[src/rtl/seven_segment_decoder_if.sv]
// Handshake bundle for the seven-segment decoder: a segment word in, a binary value out.
// The master drives words and takes results; the slave is the decoder.
interface seven_segment_decoder_if #(
  parameter int NUM_DIGITS = 4,
  parameter int OUT_WIDTH  = 16,
  parameter int ERR_W      = 2
);
  logic                    in_valid;
  logic                    in_ready;
  logic [NUM_DIGITS*7-1:0] seg_in;
  logic                    out_valid;
  logic                    out_ready;
  logic [OUT_WIDTH-1:0]    value;
  logic                    error;
  logic [ERR_W-1:0]        err_digit;

  modport master (
    output in_valid, seg_in, out_ready,
    input  in_ready, out_valid, value, error, err_digit
  );

  modport slave (
    input  in_valid, seg_in, out_ready,
    output in_ready, out_valid, value, error, err_digit
  );
endinterface

[src/rtl/seven_segment_decoder.sv]
// Recovers a binary value from a word of seven-segment digit patterns,
// one digit per cycle from the most significant, with valid/ready on both sides.
module seven_segment_decoder #(
  parameter int NUM_DIGITS = 4,
  parameter int OUT_WIDTH  = 16,
  parameter int ACTIVE_LOW = 1,
  parameter int ERR_W      = 2
) (
  input  logic                  clk,
  input  logic                  rst,
  seven_segment_decoder_if.slave bus
);

  localparam int IDX_W = (NUM_DIGITS > 1) ? $clog2(NUM_DIGITS) : 1;

  function automatic longint unsigned pow10(input int n);
    longint unsigned p;
    p = 1;
    for (int i = 0; i < n; i++) p = p * 10;
    return p;
  endfunction

  generate
    if (!((pow10(NUM_DIGITS) - 1) < (64'd1 << OUT_WIDTH))) begin : g_bad_out_width
      $error("OUT_WIDTH too narrow for NUM_DIGITS decimal digits");
    end
    if (ERR_W < $clog2(NUM_DIGITS)) begin : g_bad_err_w
      $error("ERR_W too narrow to index NUM_DIGITS digits");
    end
  endgenerate

  typedef enum logic [1:0] {ST_IDLE, ST_DECODE, ST_DONE} state_t;

  state_t                  state_q, state_d;
  logic [NUM_DIGITS*7-1:0] word_q, word_d;
  logic [OUT_WIDTH-1:0]    acc_q, acc_d;
  logic [IDX_W-1:0]        idx_q, idx_d;
  logic                    seen_q, seen_d;
  logic                    err_q, err_d;
  logic [ERR_W-1:0]        err_digit_q, err_digit_d;

  // Normalise every digit to active-low so one decode table serves both polarities.
  logic [6:0] digit_pat [NUM_DIGITS];
  generate
    for (genvar gi = 0; gi < NUM_DIGITS; gi++) begin : g_digit
      assign digit_pat[gi] = (ACTIVE_LOW != 0) ? word_q[7*gi +: 7] : ~word_q[7*gi +: 7];
    end
  endgenerate

  logic [6:0] cur_pat;
  logic [3:0] cur_val;
  logic       cur_legal;
  logic       cur_blank;
  logic       digit_bad;

  always_comb begin
    cur_pat   = digit_pat[idx_q];
    cur_val   = 4'd0;
    cur_legal = 1'b1;
    cur_blank = 1'b0;
    case (cur_pat)
      7'b1000000: cur_val = 4'd0;
      7'b1111001: cur_val = 4'd1;
      7'b0100100: cur_val = 4'd2;
      7'b0110000: cur_val = 4'd3;
      7'b0011001: cur_val = 4'd4;
      7'b0010010: cur_val = 4'd5;
      7'b0000010: cur_val = 4'd6;
      7'b1111000: cur_val = 4'd7;
      7'b0000000: cur_val = 4'd8;
      7'b0010000: cur_val = 4'd9;
      7'b1111111: cur_blank = 1'b1;
      default:    cur_legal = 1'b0;
    endcase
    // A blank is only a leading zero; once a digit has been seen it is illegal.
    digit_bad = !cur_legal || (cur_blank && seen_q);
  end

  always_ff @(posedge clk) begin
    if (rst) begin
      state_q     <= ST_IDLE;
      word_q      <= '0;
      acc_q       <= '0;
      idx_q       <= '0;
      seen_q      <= 1'b0;
      err_q       <= 1'b0;
      err_digit_q <= '0;
    end else begin
      state_q     <= state_d;
      word_q      <= word_d;
      acc_q       <= acc_d;
      idx_q       <= idx_d;
      seen_q      <= seen_d;
      err_q       <= err_d;
      err_digit_q <= err_digit_d;
    end
  end

  always_comb begin
    state_d = state_q;
    case (state_q)
      ST_IDLE:   if (bus.in_valid) state_d = ST_DECODE;
      ST_DECODE: if (idx_q == '0) state_d = ST_DONE;
      ST_DONE:   if (bus.out_ready) state_d = ST_IDLE;
      default:   state_d = ST_IDLE;
    endcase
  end

  always_comb begin
    word_d      = word_q;
    acc_d       = acc_q;
    idx_d       = idx_q;
    seen_d      = seen_q;
    err_d       = err_q;
    err_digit_d = err_digit_q;
    if (state_q == ST_IDLE && bus.in_valid) begin
      word_d      = bus.seg_in;
      acc_d       = '0;
      idx_d       = IDX_W'(NUM_DIGITS - 1);
      seen_d      = 1'b0;
      err_d       = 1'b0;
      err_digit_d = '0;
    end else if (state_q == ST_DECODE) begin
      acc_d = acc_q * OUT_WIDTH'(10) + OUT_WIDTH'(cur_val);
      if (cur_legal && !cur_blank) seen_d = 1'b1;
      if (digit_bad) begin
        err_d = 1'b1;
        if (!err_q) err_digit_d = ERR_W'(idx_q);
      end
      if (idx_q != '0) idx_d = idx_q - 1'b1;
    end
  end

  always_comb begin
    bus.in_ready  = (state_q == ST_IDLE) && !rst;
    bus.out_valid = (state_q == ST_DONE);
    bus.value     = (state_q == ST_DONE && !err_q) ? acc_q : '0;
    bus.error     = (state_q == ST_DONE) && err_q;
    bus.err_digit = (state_q == ST_DONE) ? err_digit_q : '0;
  end

endmodule

[src/flat_wrapper.sv]
// flat-port wrapper written by rule: the top's interface ports become plain ports
module seven_segment_decoder_flat 
#(
  parameter int NUM_DIGITS = 4,
  parameter int OUT_WIDTH  = 16,
  parameter int ACTIVE_LOW = 1,
  parameter int ERR_W      = 2
)
  (clk, rst, bus_in_valid, bus_seg_in, bus_out_ready, bus_in_ready, bus_out_valid, bus_value, bus_error, bus_err_digit);
  seven_segment_decoder_if #(.NUM_DIGITS(NUM_DIGITS), .OUT_WIDTH(OUT_WIDTH), .ERR_W(ERR_W)) bus_i ();
  input  logic clk;
  input  logic rst;
  input wire logic [$bits(bus_i.in_valid)-1:0] bus_in_valid;
  input wire logic [$bits(bus_i.seg_in)-1:0] bus_seg_in;
  input wire logic [$bits(bus_i.out_ready)-1:0] bus_out_ready;
  output wire logic [$bits(bus_i.in_ready)-1:0] bus_in_ready;
  output wire logic [$bits(bus_i.out_valid)-1:0] bus_out_valid;
  output wire logic [$bits(bus_i.value)-1:0] bus_value;
  output wire logic [$bits(bus_i.error)-1:0] bus_error;
  output wire logic [$bits(bus_i.err_digit)-1:0] bus_err_digit;
  assign bus_i.in_valid = bus_in_valid;
  assign bus_i.seg_in = bus_seg_in;
  assign bus_i.out_ready = bus_out_ready;
  assign bus_in_ready = bus_i.in_ready;
  assign bus_out_valid = bus_i.out_valid;
  assign bus_value = bus_i.value;
  assign bus_error = bus_i.error;
  assign bus_err_digit = bus_i.err_digit;
  seven_segment_decoder #(.NUM_DIGITS(NUM_DIGITS), .OUT_WIDTH(OUT_WIDTH), .ACTIVE_LOW(ACTIVE_LOW), .ERR_W(ERR_W)) u_core (.clk(clk), .rst(rst), .bus(bus_i));
endmodule
[config.mk]
export PLATFORM = sky130hd
export DESIGN_NAME = seven_segment_decoder_flat
export DESIGN_NICKNAME = d
export VERILOG_FILES = /design/src/rtl/seven_segment_decoder_if.sv /design/src/rtl/seven_segment_decoder.sv /design/src/flat_wrapper.sv
export SDC_FILE = /design/constraint.sdc
export NUM_CORES = 1
export LEC_CHECK = 0
export ABC_AREA = 1
export ABC_CLOCK_PERIOD_IN_PS = 8350
export BUFFER_PORTS_ARGS = -buffer_cell sky130_fd_sc_hd__buf_2
export CAP_MARGIN = 15
export CELL_PAD_IN_SITES_DETAIL_PLACEMENT = 1
export CELL_PAD_IN_SITES_GLOBAL_PLACEMENT = 1
export CORE_MARGIN = 2
export CORE_UTILIZATION = 44
export DETAILED_ROUTE_END_ITERATION = 6
export GPL_ROUTABILITY_DRIVEN = 0
export PLACE_DENSITY_LB_ADDON = 0.1
export SETUP_SLACK_MARGIN = 0.05
export SLEW_MARGIN = 40
export SYNTH_ARGS = -nofsm -noshare
export SYNTH_HDL_FRONTEND = slang
export SYNTH_SLANG_ARGS = --single-unit
[constraint.sdc]
create_clock -name clk -period 8.35 [get_ports clk]
set_input_delay 0.835 -clock clk [delete_from_list [all_inputs] [get_ports clk]]
set_output_delay 0.835 -clock clk [all_outputs]
set_load 0.02 [all_outputs]
==> metrics.yaml <==
status: "completed"
h-tree-depth: 2
die_area_um2: 9300
worstMarginPinSlew_ns: 0.681
final.period_utilization: 0.471
antenna_found_initial: 0
ys_top_cells_by_count: "nand2_1 (142), nor2_1 (100), inv_1 (73)"
dp_hpwl_um: 8320
globalRouteTotalUtil: 0.236
grt_pass1_vias: 3811
cp.required_ns: 8.58
grt_pass1_wl_um: 17100
postRouteWirelength_um: 10600
rsz0062_at_grt: "false"
grt_max_degree: 37
irDropWorstVdd_mv: 0.0855
drt-pass1-iter-count: 4
fmax_mhz: 254
portBuffers: 52
clk_latency_ns: 0.32
ctsHoldBuffers: 0
yosys_most_used_dff: "dfxtp_1"
cts-buffers-inserted: 5
dp_cells: 734
vias: 3815
cts_tree: "yes"
synthDominantCellAreaShare: 0.277
max_slew_margin: 0.545
synth.most_common_cell: "nand2_1"
internal_power_w: 0.000476
min_period_ns: 3.93
synth_edf_count: 0
power.density_nw_per_um2: 181
wl_per_cell_um: 14.2
synth_area_per_cell_um2: 6.32
slowest_delay_ns: 0.75
setup.worst_path.end_class: "flip-flop"
p_sw_w: 0.000282
swShare: 0.373
dieWidth_um: 96.4
drive_gt1_frac: 0.157
coreArea_um2: 8260
root_buffer: "clkbuf_8"
fin_cells: 742
clockBufferDepth: 2
post_cts_resized: 0
postRouteAntennaNets: 0
post_cts.repair.setup_buffers: 0
maxCapViolations: 0
initialDrtViolationCount: 76
worst-setup-path-type: "reg -> reg"
worst-path-buf-inv: 5
start_util: 0.455
syn-cell-area_um2: 3760
num_rows: 33
p_clk_frac: 0.280
clk_pin_slew_ns: 0.11
layout.nets: 697
final_max_slew_viol_count: 0
fp.dieH_um: 96.4
synth.area.top_cells: "dfxtp_1 (28%), nand2_1 (14%), nor2_1 (10%)"
hp-class: "reg -> reg"
combPwrFrac: 0.323
cp_common_cell: "nand2_1"
worstPathMaxFanout: 20
setup_viol_count_final: 0
crit_family: "simple AND/OR/NAND/NOR gates"
ios: 53
slowest_stage: "dfxtp_1"
setup_tns_ns: 0
leakage_nw: 2.19
area_growth_pct: 11.3
antenna_cells: 0
seqPwrFrac: 0.396
drc: 0
grt-ovfl-total: 0
ys_async_sr_fraction: 0
total_power_w: 0.000758
arrival_ns: 4.16
hold_viol_final: 0
yosys_warnings: 0
ys_ff_latch: 52
fin_skew_ns: 0.00843
yosysUniqueCellTypes: 29
syn_nets: 656
yosys.area.top_type: "dfxtp_1"
netlist_instances: 595
cts_sinks: 52
via_per_inst: 5.14
yosysSeqAreaShare: 0.277
start_kind: "flip-flop"
-- final timing paths --
check                           slack [ns]                             end                            from  depth (start not counted)
worst max-delay path                  4.42   u_core.acc_q[15]$_SDFFE_PP0P_    u_core.idx_q[0]$_SDFFE_PP0P_                         25
worst min-delay path                  0.48  u_core.word_q[25]$_SDFFE_PP0P_  u_core.word_q[25]$_SDFFE_PP0P_                          2
worst max register to register        4.42   u_core.acc_q[15]$_SDFFE_PP0P_    u_core.idx_q[0]$_SDFFE_PP0P_                         25
worst min register to register        0.48  u_core.word_q[25]$_SDFFE_PP0P_  u_core.word_q[25]$_SDFFE_PP0P_                          2
-- cells in the final DEF (no fill, tap or decap), types with 2 or more instances in the layout --
| cell type | n |
|---|---|
| nor3_1 | 3 |
| nand2_2 | 19 |
| o21ai_1 | 3 |
| inv_1 | 73 |
| bufinv_16 | 2 |
| nor2_2 | 7 |
| nand3_1 | 40 |
| o21ai_0 | 40 |
| inv_2 | 3 |
| fa_1 | 2 |
| buf_2 | 52 |
| nand2_1 | 140 |
| ha_1 | 27 |
| xnor2_1 | 5 |
| nand3_2 | 6 |
| a21oi_1 | 34 |
| xor2_1 | 7 |
| dfxtp_1 | 52 |
| nor2_1 | 100 |
| clkbuf_8 | 5 |
| nand2_4 | 3 |
| nand4_1 | 8 |
-- tightest hold or removal path, stage by stage, from the launching register on --
cell	delay (ns)
dfxtp_1	0.32
inv_1	0.07
a21oi_1	0.05
-- state kept, by name, indices dropped and copies added, names as in the netlist --
register and count:
u_core.word_q 28, u_core.acc_q 16, u_core.err_digit_q 2, u_core.idx_q 2
u_core.state_q 2, u_core.err_q 1, u_core.seen_q 1
-- cells by family (layout without fill, tap and decap cells) --
kind of cell,Yosys count,count (layout),synth area share
buffers and inverters,95,137,0.107
and+or+nand+nor,328,328,0.382
DFF,52,52,0.277
xor gates and xnor gates,12,12,0.0280
AOI/OAI and AO/OA,79,79,0.106
adders and majority gates,29,29,0.100
-- through the flow --
stage	hold WS, ns	utilization	instance area, um2	setup slack, ns
4_1_cts	0.484	0.507	4180	4.42
6_report	0.484	0.507	4180	4.42
3_3_place_gp	0.449	0.489	4040	4.71
5_1_grt	0.513	0.507	4180	3.91
3_5_place_dp	0.468	0.490	4050	4.51
2_1_floorplan	0.437	-	3760	5.34
-- power groups by stage --
stage               sequential [W]  combinational [W]  clock, W
global route              0.000304           0.000280  0.000227
detailed placement        0.000306           0.000245         0
floorplan                 0.000293           0.000201         0
global placement          0.000305           0.000234         0
CTS                       0.000301           0.000248  0.000218
finish                    0.000300           0.000245  0.000213
-- metal layers --
metal  GRT usage  vias to the layer above  share of wire
met2       0.475                       57           0.55
met5           0                        -              0
li1            -                     1961              -
met3      0.0279                       12          0.024
met1       0.256                     1785           0.41
met4      0.0634                        0          0.015
-- cell type report --
type                            count  area (um2)
Fill cell                        1171        4070
Multi-Input combinational cell    448        2320
Sequential cell                    52        1040
Inverter                           77         292
Timing Repair Buffer               52         260
Tap cell                          105         131
Clock buffer                        5        68.8
Clock inverter                      3        68.8
(Power assumes the default switching activity.)
